<file path="src/rtl/mar_bank.sv">
// mar_bank: bank of WIDTH-bit address registers, loaded chunk-wise from a gated strobe, with inc/dec and wrap flag.
// Define MAR_BANK_SATURATE_EN to make inc/dec saturate at the range limits instead of wrapping.
module mar_bank #(
   parameter int WIDTH    = 8,
   parameter int DIN_W    = 4,
   parameter int NUM_REGS = 4,
   localparam int SEL_W   = (NUM_REGS > 1) ? $clog2(NUM_REGS) : 1
) (
   input  logic             clk,
   input  logic             rst,
   input  logic [DIN_W-1:0] d_in,
   input  logic [SEL_W-1:0] sel,
   input  logic             g,
   input  logic             g1_n,
   input  logic             g2_n,
   input  logic             inc,
   input  logic             dec,
   output logic [WIDTH-1:0] q,
   output logic             q_valid,
   output logic             load_busy,
   output logic             wrap
);
   localparam int NCHUNK = WIDTH / DIN_W;
   localparam int PTR_W  = (NCHUNK > 1) ? $clog2(NCHUNK) : 1;
   logic [WIDTH-1:0]    r_regs [NUM_REGS];
   logic [NUM_REGS-1:0] r_valid;
   logic [PTR_W-1:0]    r_ptr;
   logic [SEL_W-1:0]    r_sel_q;
   logic                r_stb_q;
   logic [WIDTH-1:0]    r_q;
   logic                r_q_valid, r_load_busy, r_wrap;
   logic                w_stb, w_sel_ok, w_sel_chg, w_ld, w_last, w_step, w_lim;
   logic [SEL_W-1:0]    w_si;
   logic [PTR_W-1:0]    w_idx;
   logic [WIDTH-1:0]    w_cur, w_next;
   assign w_stb     = g & ~g1_n & ~g2_n;
   assign w_sel_ok  = {1'b0, sel} < (SEL_W+1)'(NUM_REGS);
   assign w_si      = w_sel_ok ? sel : '0;
   assign w_sel_chg = sel != r_sel_q;
   assign w_ld      = w_stb & ~r_stb_q & w_sel_ok;
   // a load that coincides with a select change starts the new register at chunk 0
   assign w_idx     = w_sel_chg ? '0 : r_ptr;
   assign w_last    = w_idx == PTR_W'(NCHUNK - 1);
   assign w_cur     = r_regs[w_si];
   assign w_step    = ~w_ld & w_sel_ok & (inc ^ dec);
   assign w_lim     = inc ? &w_cur : ~|w_cur;
`ifdef MAR_BANK_SATURATE_EN
   assign w_next    = w_lim ? w_cur : (inc ? w_cur + 1'b1 : w_cur - 1'b1);
`else
   assign w_next    = inc ? w_cur + 1'b1 : w_cur - 1'b1;
`endif
   always_ff @(posedge clk) begin
      if (rst) begin
         for (int i = 0; i < NUM_REGS; i++) r_regs[i] <= '0;
         r_valid     <= '0;
         r_ptr       <= '0;
         r_sel_q     <= '0;
         r_stb_q     <= 1'b0;
         r_q         <= '0;
         r_q_valid   <= 1'b0;
         r_load_busy <= 1'b0;
         r_wrap      <= 1'b0;
      end else begin
         r_stb_q     <= w_stb;
         r_sel_q     <= sel;
         r_q         <= w_sel_ok ? w_cur : '0;
         r_q_valid   <= w_sel_ok & r_valid[w_si];
         r_load_busy <= r_ptr != '0;
         r_wrap      <= w_step & w_lim;
         if (w_ld) begin
            r_regs[w_si][int'(w_idx)*DIN_W +: DIN_W] <= d_in;
            r_ptr <= w_last ? '0 : w_idx + 1'b1;
            if (w_last) r_valid[w_si] <= 1'b1;
         end else begin
            if (w_sel_chg) r_ptr <= '0;
            if (w_step) r_regs[w_si] <= w_next;
         end
      end
   end
   assign q         = r_q;
   assign q_valid   = r_q_valid;
   assign load_busy = r_load_busy;
   assign wrap      = r_wrap;
endmodule
</file>
<file path="config.mk">
export PLATFORM = sky130hd
export DESIGN_NAME = mar_bank
export DESIGN_NICKNAME = d
export VERILOG_FILES = /design/src/rtl/mar_bank.sv
export SDC_FILE = /design/constraint.sdc
export NUM_CORES = 1
export LEC_CHECK = 0
export CORE_AREA = 2 2 70 72
export CTS_CLUSTER_DIAMETER = 120
export DETAILED_ROUTE_END_ITERATION = 8
export DIE_AREA = 0 0 72 74
export HOLD_SLACK_MARGIN = 0.05
export PLACE_DENSITY = 0.81
export SLEW_MARGIN = 30
export SYNTH_ARGS = -nofsm -noshare
export SYNTH_HDL_FRONTEND = slang
export SYNTH_SLANG_ARGS = --single-unit
</file>
<file path="constraint.sdc">
create_clock -name clk -period 3.92 [get_ports clk]
set_clock_uncertainty 0.2 [all_clocks]
set_input_delay 0.588 -clock clk [delete_from_list [all_inputs] [get_ports clk]]
set_output_delay 0.588 -clock clk [all_outputs]
set_load 0.005 [all_outputs]
</file>
== Word-level counts from Yosys, hierarchy flattened ==
Memories as Yosys holds them, arrays and structs flattened.
Index checks and enable logic that the tools add are counted.
Word-level totals
  output and inout bits: 11
  bits in registers: 19
  memories: 1
  memory bits (writable): 32
Memories
  r_regs: words 4, width 8, rd ports 1, clocked after Yosys merged registers in 0, wr ports 4, RTL line 25  | logic [WIDTH-1:0] r_regs [NUM_REGS];
Operators by class
  reduce and logical (&&, ||, !) cells: 6
  order comparisons: 2
  add/subtract/negate cells: 4
  bitwise gates (word level): 19
  shift operators: 2
  eq/ne operators: 1
  muxes and demuxes: 29
Operators with widths (count)
  negator 3 -> 33 bit: 1
  variable shift 4 x 33 -> 8 bit (first input constant): 1
  indexed part select 4 x 33 -> 8 bit: 1
  two-way mux 8 bit: 4
  two-way mux 1 bit: 22
  OR reduction 8 bit: 2
  adder 8 x 1 -> 8 bit (second input constant): 1
  OR 1 bit: 8
  AND reduction 8 bit: 1
  subtractor 8 x 1 -> 8 bit (second input constant): 1
  bitwise AND 1 bit: 5
  inverter 1 bit: 4
  OR 4 bit: 1
  < comparator 2 x 3 -> 1 bit (second input constant): 1
  binary-select mux 1 bit (select 2 bit): 1
  demux 1 bit (select 2 bit): 1
  >= comparator 2 x 1 -> 1 bit (second input constant): 1
  two-way mux 2 bit: 1
  != test 2 bit: 1
  AND reduction 2 bit: 1
  adder 1 bit (second input constant): 1
  logical AND 1 bit: 1
  zero test 1 bit: 1
  bitwise XOR 1 bit: 1

== Depth between registers and ports, before layout ==
  word-level depth: 13
  depth in mapped cells: 9
  depth with buffers taken out: 8

== Worst setup path before layout ==
Ideal clock, no wire load.
  kind: input to register
  start point: input port sel[0]
  end point: memory r_regs[0][6] (data pin)
  required time: 3.568 ns
  arrival: 2.732 ns
  slack: 0.837 ns
  buffers on the path: 1
  library setup time: 0.152 ns
  cell stages on the path: 8
  path through: buf_6 mux4_2 ha_1 nor2b_1 o31a_1 o21a_1 or3_1 a31oi_1
RTL lines
  from (decl): RTL line 12  | input logic [SEL_W-1:0] sel,
  to (decl): RTL line 25

==> flow_summary.json <==
{
  "grt_antenna_before_repair": 0,
  "ctsHoldBuffers": 0,
  "pwr-share-clk_pct": 27.9,
  "r2r_slack_ns": 1.10,
  "postCtsResizedCells": 0,
  "tritoncts": "yes",
  "postSynthCellCount": 215,
  "dr.first_iter.drc_count": 101,
  "finalCoreUtilization_pct": 63.2,
  "netlist_top_cells_count": "edfxtp_1 (32), nor2_1 (29), nor2b_1 (21), dfxtp_1 (19)",
  "period_share_pct": 90.5,
  "grt_pass1_vias": 1617,
  "cts_setup_buffers": 0,
  "number_of_antenna_repair_diodes": 0,
  "design.final.nets": 263,
  "stdcell_area_mm2": 0.00290,
  "clkLatencyLatePin_ns": 0.30,
  "timing.fmax_ghz": 0.282,
  "ir_drop_v": 0.000176,
  "dr_total_vias": 1756,
  "grt_first_pass_wirelength_mm": 8.02,
  "cts_buffers": 5,
  "synthDominantCellAreaShare_pct": 38.2,
  "synthTopCellsByArea": "edfxtp_1 (38%), dfxtp_1 (15%), mux4_2 (8.1%)",
  "grt_max_degree": 18,
  "placedInstanceArea_mm2": 0.00281,
  "setup_total_negative_slack_ns": 0,
  "cap_violations": 0,
  "synth.most_common_cell": "edfxtp_1",
  "postLayoutSetupSlackWorst_ns": 0.374,
  "synth_flop_cell": "edfxtp_1",
  "grt.overflow.total": 0,
  "worst_r2r_startpoint": "r_regs[3][2]",
  "count_of_unique_library_cells_instantiated_by_yosys": 43,
  "synthesis.area_per_instance_um2": 11.7,
  "layoutNonFillerInstCount": 297,
  "synthArstFlopShare_pct": 0,
  "synth-edff-count": 32,
  "total_leakage_power_nw": 1.11,
  "yosysTopAreaCell": "edfxtp_1",
  "outcome": "completed",
  "drt.antenna.violating_nets": 0,
  "timing.critical_path.from_type": "input port",
  "switching_share_pct": 26.1,
  "power.internal_mw": 0.844,
  "numPlacedInstances": 289,
  "required_ns": 3.78,
  "worst-setup-path-type": "input port to register",
  "cts.htree.levels": 2,
  "hp_class": "register to register",
  "drcViolationCount": 0,
  "finalCriticalPeriod_ns": 3.55,
  "post_synthesis_to_final_layout_area_growth_pct": 15.5,
  "groute.usage.overall_pct": 20.4,
  "mappedNetlistArea_mm2": 0.00251,
  "timing.rr.end": "r_regs[0][3]",
  "final_max_slew_viol_count": 0,
  "count_of_synthesis_stage_warnings_from_yosys": 0,
  "route.detailed.wl_per_inst_um": 17.2,
  "floorplan.die.width_um": 72,
  "totalWireLength_mm": 5.12,
  "synth_seq_cells": 51,
  "timing.final.setup_violations": 0,
  "dp.final_hpwl_mm": 3.90,
  "rr_worst_depth": 8,
  "design.die.area_mm2": 0.00533,
  "p_per_area_mw_per_mm2": 393,
  "cts.root.buffer_cell": "clkbuf_8",
  "rsz0062_at_grt": "no",
  "floorplan.core_area_mm2": 0.00460,
  "hold-path-cell-count": 1,
  "mappedNetlistNets": 236,
  "sequential_fraction_of_design_power_pct": 53.8,
  "die_y_um": 74,
  "drt-vias-per-instance": 5.91,
  "setup.worst_path.end_class": "register",
  "arrival_ns": 3.41,
  "min_to": "load_busy",
  "layout-drive-gt1-share_pct": 10.7,
  "final-hold-violation-count": 0,
  "pwr-share-comb_pct": 18.3,
  "cts_buffer_depth": 2,
  "placement_rows": 25,
  "numClockSinks": 51,
  "start_util_pct": 54.7,
  "holdCritStartpoint": "r_ptr",
  "slew_headroom_pct": 60.1,
  "port_buffers": 23,
  "power.net_switching_mw": 0.298,
  "synth.yosys.seq_area_share_pct": 53.4,
  "drt_pass1_iterations": 4,
  "gp_congestion": 0.887,
  "critical_path.max_fanout": 6,
  "design.portCount": 24,
  "detailedPlace.worstSlack_ns": 0.0367,
  "path_clk_slew_ns": 0.09,
  "max_slew.worst_pin.slew_ns": 0.597
}
==> logic make-up (layout without fill, tap and decap cells) <==
kind of cell	count (synthesis)	count (layout)	share of synthesized area [%]
simple gates	87	87	18.8
flops	51	51	53.4
compound gates	38	38	10.9
buf+inv	17	45	2.94
mux	9	9	8.06
fa+ha+maj	8	8	4.28
xor+xnor	5	5	1.74
==> critical path, stage by stage <==
cell and delay [ns]:
clkdlybuf4s50_1 0.66, buf_4 0.22, mux4_2 0.55, ha_1 0.37, a21o_1 0.21, a311oi_1 0.35
a2111oi_2 0.09, and3b_1 0.31, nor2_1 0.07
==> cell usage in the layout, fill, tap and decap left out, drive strengths merged, types with 2 or more instances in the layout <==
| cell | Yosys | layout |
|---|---|---|
| ha | 7 | 7 |
| a21o | 7 | 7 |
| nor3b | 2 | 2 |
| dfxtp | 19 | 19 |
| o21ai | 3 | 3 |
| clkbuf | 4 | 7 |
| nand4 | 3 | 3 |
| xor2 | 2 | 2 |
| nand2b | 5 | 5 |
| clkdlybuf4s50 | 0 | 23 |
| a31oi | 9 | 9 |
| buf | 4 | 5 |
| xnor2 | 3 | 3 |
| nor4 | 2 | 2 |
| nand2 | 9 | 9 |
| mux4 | 9 | 9 |
| a41oi | 2 | 2 |
| a31o | 2 | 2 |
| and4 | 2 | 2 |
| nand3 | 7 | 7 |
| nor4b | 2 | 2 |
| o21a | 2 | 2 |
| inv | 9 | 10 |
| nor2b | 21 | 21 |
| edfxtp | 32 | 32 |
| a21oi | 5 | 5 |
| o31a | 2 | 2 |
| nor2 | 29 | 29 |
==> layer usage <==
layer	vias up	GRT usage, %	share of wire [%]
li1	854	-	-
met1	844	26.7	45
met2	51	34.4	49
met3	7	3.25	5.2
met4	0	8.60	1.5
met5	-	0	0
==> power groups by stage <==
stage	registers, mW	clock network, mW	logic, mW
after global placement	0.625	0	0.203
after CTS	0.614	0.320	0.207
after detailed placement	0.627	0	0.206
after global routing	0.616	0.338	0.226
after floorplan	0.623	0	0.138
final	0.614	0.319	0.209
==> sequential cells by signal, indices dropped and copies added, names as in the netlist, 2 cells and up <==
register and cells:
q 8, r_regs 32, r_sel_q 2, r_valid 4
==> cell type report <==
| class | count | area, um^2 |
|---|---|---|
| Clock buffer | 7 | 86.3 |
| Clock inverter | 1 | 8.76 |
| Fill cell | 375 | 1690 |
| Inverter | 9 | 33.8 |
| Multi-Input combinational cell | 147 | 1100 |
| Sequential cell | 51 | 1340 |
| Tap cell | 54 | 67.6 |
| Timing Repair Buffer | 28 | 268 |
==> worst max-delay path by stage <==
stage               startpoint      endpoint  slack (ns)
global placement        sel[0]  r_regs[2][7]        0.16
global route            sel[0]  r_regs[1][5]        0.26
detailed placement      sel[0]  r_regs[1][5]        0.04
finish                  sel[0]  r_regs[1][5]        0.37
floorplan               sel[0]  r_regs[0][6]        0.84
CTS                     sel[0]  r_regs[1][5]        0.35
==> metrics by stage <==
| step | hold WS, ns | total power [mW] |
|---|---|---|
| after floorplan | 0.231 | 0.761 |
| after global placement | 0.246 | 0.828 |
| after detailed placement | 0.265 | 0.832 |
| after CTS | 0.277 | 1.14 |
| after global routing | 0.293 | 1.18 |
| final | 0.276 | 1.14 |
Power figures use the tool's default switching activity.
